`config.mk`:
```
export PLATFORM = sky130hd
export DESIGN_NAME = micro_sequencer
export DESIGN_NICKNAME = d
export VERILOG_FILES = /design/src/rtl/micro_sequencer.sv
export SDC_FILE = /design/constraint.sdc
export NUM_CORES = 1
export LEC_CHECK = 0
export BUFFER_PORTS_ARGS = -buffer_cell sky130_fd_sc_hd__buf_2
export CAP_MARGIN = 10
export CORE_MARGIN = 1
export CORE_UTILIZATION = 55
export CTS_BUF_LIST = sky130_fd_sc_hd__clkbuf_4 sky130_fd_sc_hd__clkbuf_8
export DETAILED_ROUTE_END_ITERATION = 8
export MAX_ROUTING_LAYER = met4
export PLACE_DENSITY = 0.81
export REMOVE_ABC_BUFFERS = 1
export SKIP_CTS_REPAIR_TIMING = 1
export SYNTH_ARGS = -nofsm -noshare
export SYNTH_HDL_FRONTEND = slang
export SYNTH_SLANG_ARGS = --single-unit
```
`constraint.sdc`:
```
create_clock -name clk -period 4.2 [get_ports clk]
set_clock_uncertainty 0.2 [all_clocks]
set_input_delay 0.84 -clock clk [delete_from_list [all_inputs] [get_ports clk]]
set_output_delay 0.84 -clock clk [all_outputs]
set_load 0.01 [all_outputs]
```
`src/rtl/micro_sequencer.sv`:
```
// Microprogram next-state controller: picks the next control-store address from
// dispatch, fetch, increment, jump/call targets or the single-level return register.
module micro_sequencer #(
  parameter int unsigned     SW          = 7,
  parameter logic [SW-1:0]   RESET_STATE = '0,
  parameter logic [SW-1:0]   FETCH_STATE = SW'(1),
  parameter logic [SW-1:0]   ABORT_STATE = SW'(127),
  parameter int unsigned     TIMEOUT     = 15
) (
  input  logic          clk,
  input  logic          reset,
  input  logic [SW-1:0] encoder_in,
  input  logic [2:0]    ns_sel,
  input  logic [SW-1:0] cr_addr,
  input  logic [1:0]    cond_sel,
  input  logic          inv,
  input  logic          cond_pass,
  input  logic          moc,
  output logic [SW-1:0] state,
  output logic [SW-1:0] ret_addr,
  output logic          ret_valid,
  output logic          mem_timeout
);

  typedef enum logic [2:0] {
    NS_DISPATCH = 3'b000,
    NS_FETCH    = 3'b001,
    NS_BRANCH   = 3'b010,
    NS_INC      = 3'b011,
    NS_CALL     = 3'b100,
    NS_RETURN   = 3'b101,
    NS_WAIT     = 3'b110,
    NS_JUMP     = 3'b111
  } ns_sel_e;

  localparam int unsigned CW = 8;
  localparam logic [CW-1:0] WAIT_LAST = CW'(TIMEOUT - 1);

  logic [SW-1:0] state_q, state_d;
  logic [SW-1:0] ret_addr_q, ret_addr_d;
  logic          ret_valid_q, ret_valid_d;
  logic          mem_timeout_q, mem_timeout_d;
  logic [CW-1:0] wait_cnt_q, wait_cnt_d;

  logic          test_raw;
  logic          test_t;
  logic [SW-1:0] inc_state;
  ns_sel_e       ns_e;

  assign ns_e      = ns_sel_e'(ns_sel);
  assign inc_state = state_q + 1'b1;

  always_comb begin
    test_raw = 1'b1;
    case (cond_sel)
      2'b00:   test_raw = 1'b1;
      2'b01:   test_raw = cond_pass;
      2'b10:   test_raw = moc;
      default: test_raw = (encoder_in == '0);
    endcase
    test_t = test_raw ^ inv;
  end

  always_comb begin
    state_d       = state_q;
    ret_addr_d    = ret_addr_q;
    ret_valid_d   = ret_valid_q;
    mem_timeout_d = 1'b0;
    wait_cnt_d    = '0;
    case (ns_e)
      NS_DISPATCH: state_d = encoder_in;
      NS_FETCH:    state_d = FETCH_STATE;
      NS_BRANCH:   state_d = test_t ? cr_addr : inc_state;
      NS_INC:      state_d = inc_state;
      NS_CALL: begin
        ret_addr_d  = inc_state;
        ret_valid_d = 1'b1;
        state_d     = cr_addr;
      end
      NS_RETURN: begin
        if (ret_valid_q) begin
          state_d     = ret_addr_q;
          ret_valid_d = 1'b0;
        end else begin
          state_d = FETCH_STATE;
        end
      end
      NS_WAIT: begin
        // Counter only survives across back-to-back wait cycles; any other select clears it.
        if (test_t) begin
          state_d = inc_state;
        end else if (wait_cnt_q == WAIT_LAST) begin
          state_d       = ABORT_STATE;
          mem_timeout_d = 1'b1;
          ret_valid_d   = 1'b0;
        end else begin
          wait_cnt_d = wait_cnt_q + 1'b1;
        end
      end
      NS_JUMP:     state_d = cr_addr;
      default:     state_d = state_q;
    endcase
  end

  always_ff @(posedge clk or posedge reset) begin
    if (reset) begin
      state_q       <= RESET_STATE;
      ret_addr_q    <= '0;
      ret_valid_q   <= 1'b0;
      mem_timeout_q <= 1'b0;
      wait_cnt_q    <= '0;
    end else begin
      state_q       <= state_d;
      ret_addr_q    <= ret_addr_d;
      ret_valid_q   <= ret_valid_d;
      mem_timeout_q <= mem_timeout_d;
      wait_cnt_q    <= wait_cnt_d;
    end
  end

  assign state       = state_q;
  assign ret_addr    = ret_addr_q;
  assign ret_valid   = ret_valid_q;
  assign mem_timeout = mem_timeout_q;

endmodule

```
Word level (Yosys, flattened, before mapping)

Cells that the tools add are included.

Flip-flop bits (word level): 24
Input port bits: 24
Output and inout bits: 16

Add/sub/neg operators: 2
Eq/ne operators: 13
Multiplexer cells: 15
Bitwise logic cells: 1
Reduce and logical (&&, ||, !) cells: 6

Operator list:

| cell                | count |
|---|---|
| $pmux 7 s7          | 1 |
| $mux 7              | 4 |
| $mux 8              | 3 |
| $eq 3x3->1 const B  | 4 |
| $add 8x1->8 const B | 1 |
| $eq 8x4->1 const B  | 1 |
| $add 7x1->7 const B | 1 |
| $logic_not 7->1     | 1 |
| $eq 3x2->1 const B  | 2 |
| $pmux 1 s3          | 2 |
| $mux 1              | 5 |
| $ne 2x2->1 const B  | 2 |
| $eq 3x1->1 const B  | 1 |
| $logic_not 3->1     | 1 |
| $ne 3x3->1 const B  | 1 |
| $reduce_and 3->1    | 1 |
| $reduce_bool 3->1   | 1 |
| $eq 2x1->1 const B  | 1 |
| $eq 2x2->1 const B  | 1 |
| $logic_not 2->1     | 1 |
| $reduce_or 2->1     | 1 |
| $xor 1x1->1         | 1 |

Logic depth before layout (Yosys ltp)

Depth in word-level cells: 5
Mapped depth: 8

Worst setup path before layout

OpenSTA, ideal clock, no wires.

Path type: input port to flip-flop
Start point: input encoder_in[3]
End point: register state_q[3] (netlist: state[3])
Library setup time: 130 ps
Arrival: 2184 ps
Slack: 1686 ps
Stages on the path: 7
Buffers on the path: 1
Cell sequence: nor4_2 -> and4_1 -> buf_4 -> nor3_2 -> o31a_1 -> a2111oi_2 -> o21ai_1

Word-level cells in the longest chain between the ends: 5
Elaborated cells on any way between the ends: 7
Classes of those cells: eq/ne (1); mux (4); bitwise (1); reduce/logical (1)

Ends and longest elaborated chain:

| element                   | RTL line | text |
|---|---|---|
| from (decl)               | 12       | `input logic [SW-1:0] encoder_in,` |
| $logic_not 7->1           | 59       | `default: test_raw = (encoder_in == '0);` |
| $pmux 1 s3                | 55       | `case (cond_sel)` |
| $xor 1x1->1               | 61       | `test_t = test_raw ^ inv;` |
| $mux 7 (on tied branches) | 90, 73   |  |
| $pmux 7 s7                | 70       | `case (ns_e)` |
| to (signal assigned)      | 113      | `state_q <= state_d;` |
| to (decl)                 | 39       | `logic [SW-1:0] state_q, state_d;` |

Parallel ways exist; a longest one is shown, timed or not.
A chain may end at the register's enable or synchronous reset.

Worst setup path in the final report

Start point: input encoder_in[3]
End point: register state_q[1] (netlist: state[1])

Word-level cells in the longest chain between the ends: 5
Elaborated cells on any way between the ends: 7
Classes of those cells: eq/ne (1); mux (4); bitwise (1); reduce/logical (1)

Ends and longest elaborated chain:

| element                   | RTL line |
|---|---|
| $logic_not 7->1 *         | 59 |
| $pmux 1 s3 *              | 55 |
| $xor 1x1->1 *             | 61 |
| $mux 7 (on tied branches) | 90, 73 |
| $pmux 7 s7                | 70 |

Every way passes the cells marked *; elsewhere a longest branch is shown, timed or not.

==> flow_metrics.py <==
metrics = {
    "outcome": {
        "status": "complete, no violations",
    },
    "sta": {
        "fin_setup_tns_ns": 0,
        "setup_slack_ns": 1.45,
        "setup_viol": 0,
        "final.min_clock_period_ns": 2.75,
        "hold_viol_final": 0,
        "worst_pin_slew_ns": 0.910,
        "rsz0062_at_grt": "no",
        "maxSlewViolCount": 0,
        "post-route-period-util_pct": 65.4,
        "fmaxAchievable_mhz": 364,
        "worst_slew_margin_rel_pct": 39.2,
        "fin_hold_ws_ns": 0.335,
    },
    "hold_path": {
        "min_path_type": "reg2reg",
        "min_to": "ret_addr[2]$_DFFE_PP0N_",
        "hold_depth": 2,
        "min_from": "ret_addr[2]$_DFFE_PP0N_",
    },
    "floorplan": {
        "ios": 40,
        "design.die.area_um2": 3410,
        "row_count": 20,
        "dieHeight_um": 58.4,
        "core_um2": 3030,
        "start_util_pct": 57.8,
        "die_x_um": 58.4,
    },
    "critical_path": {
        "cp.arrival_ns": 2.80,
        "r2r_start": "state[0]$_DFFE_PP0P_",
        "rr_endpoint": "state[6]$_DFFE_PP0P_",
        "cp_max_fo": 11,
        "rrSetupSlack_ns": 1.96,
        "start_kind": "input pin",
        "worst_ep_required_time_ns": 4.25,
        "ff2ff_path_depth": 7,
        "critPathCaptureType": "flip-flop",
        "path_class": "in2reg",
    },
    "grt": {
        "grt-ovfl-total": 0,
        "antenna_found_initial": 0,
        "grt_use_total_pct": 28.3,
        "grt_pass1_vias": 1500,
        "grt_max_degree": 25,
        "grt_pass1_wl_um": 7090,
    },
    "clock_network": {
        "insertion_delay_ns": 0.32,
        "numCtsBuffers": 3,
        "cts_tree": "built",
        "h-tree-depth": 1,
        "cts_sinks": 24,
        "cts.path.max_buffers": 2,
        "clock-root-buffer": "clkbuf_4",
        "cts.clk_slew.worst_paths_ns": 0.13,
    },
    "logic_synthesis": {
        "syn_area_per_cell_um2": 8.14,
        "synth_edf_count": 0,
        "synth_area_um2": 1750,
        "ys_dominant_reg_cell": "dfrtp_1",
        "synthCells": 215,
        "yosysUniqueCellTypes": 54,
        "seq_area_frac_synth_pct": 34.3,
        "ys_ff_latch": 24,
        "synth-async-reset-ratio_pct": 100,
        "synth_warnings": 0,
    },
    "placement": {
        "hpwl_um": 3290,
        "dp.cells": 289,
        "place.gp.congestion": 0.950,
        "place.port_buffers": 39,
        "place_ws_ns": 1.13,
    },
    "drt": {
        "drt_iter0_markers": 102,
        "via_count": 1760,
        "firstDrtPassIters": 4,
        "routed-wl-met2_um": 2050,
        "top_layer_used": "met4",
        "wl_um": 4370,
        "met3_length_um": 226,
        "wl_per_cell_um": 15.0,
        "wl_met1_um": 2040,
        "drcViolationCount": 0,
        "vias_per_cell": 6.03,
        "drtAntennaViolNets": 0,
    },
    "layout": {
        "synthToLayoutAreaGrowth_pct": 12.8,
        "num-nets-final": 277,
        "final_common_cell": "buf_2",
        "final_cell_mix": "39 x buf_2, 24 x nand2_1, 24 x dfrtp_1",
        "stdcell_count": 292,
        "antenna_cells": 0,
        "drive_above_1_share_pct": 20.6,
    },
    "power": {
        "total_power_mw": 0.606,
        "ir_drop_uv": 267,
        "p_leak_nw": 0.876,
        "power_density_nw_per_um2": 307,
    },
    "job": {
        "cap_violations": 0,
    },
}
worst max-delay path, stage by stage:
cell and delay, ns:
buf_2 0.11, nor4_2 0.33, and4_1 0.48, or3_1 0.35
nand2_1 0.12, or4_1 0.40, a31oi_1 0.16
power by group:
part | total (mW) | internal (mW) | switching (mW)
registers | 0.305 | 0.264 | 0.0407
clock network | 0.105 | 0.0337 | 0.0709
logic | 0.197 | 0.0852 | 0.111
total | 0.606 | 0.383 | 0.223
layer usage:
metal / up-vias / global-route usage [%]
met5: - / -
met4: 0 / 6.12
met1: 826 / 37.6
li1: 855 / -
met3: 9 / 4.62
met2: 70 / 45.8
cells in the mapped netlist, drive strengths merged (4+ instances only):
master / n / share of area [%]
a21o: 4 / 1.7
nand4: 7 / 2.5
a21oi: 8 / 2.5
dfrtp: 24 / 34
nand3: 10 / 2.9
nand2b: 5 / 1.8
o21ai: 24 / 7.3
nor3: 6 / 2.0
xor2: 9 / 4.5
nand2: 24 / 5.1
inv: 10 / 2.1
a31oi: 4 / 1.4
buf: 6 / 2.1
nor2: 18 / 3.9
worst max path at each step:
stage                             start                    to  slack, ns  cells past startpoint
after floorplan           encoder_in[3]  state[1]$_DFFE_PP0P_       1.51                      6
after global routing      encoder_in[3]  state[1]$_DFFE_PP0P_       1.26                      7
after detailed placement  encoder_in[3]  state[1]$_DFFE_PP0P_       1.13                      7
after global placement    encoder_in[3]  state[1]$_DFFE_PP0P_       1.17                      7
after CTS                 encoder_in[3]  state[1]$_DFFE_PP0P_       1.47                      7
final                     encoder_in[3]  state[1]$_DFFE_PP0P_       1.45                      7
kinds of logic after synthesis:
group                    count (synthesis)  share of synthesized area [%]
AND/OR/NAND/NOR                         89                           26.1
XOR/XNOR                                12                           6.00
adder cells (fa/ha/maj)                  3                           2.14
AO/OA/AOI/OAI                           66                           25.3
buffers and inverters                   19                           4.93
flip-flops                              24                           34.3
multiplexers                             2                           1.22
flip-flops by register name, indices dropped and copies added (netlist names):
register     count
ret_valid        1
mem_timeout      1
wait_cnt_q       8
state            7
ret_addr         7
per-stage QoR:
stage	cell area [um2]	util, %
detailed placement	1950	64.5
finish	1970	65.2
global placement	1950	64.5
CTS	1970	65.2
floorplan	1700	-
global route	1970	65.2
cell type report:
cell class              count  area (um2)
clock buffers               3        22.5
fillers                   293        1050
inverters                  10        37.5
multi-input cells         172        1060
flip-flops and latches     24         601
well taps                  44        55.1
repair buffers             39         195
No activity file was read; power rests on OpenSTA's default activity.
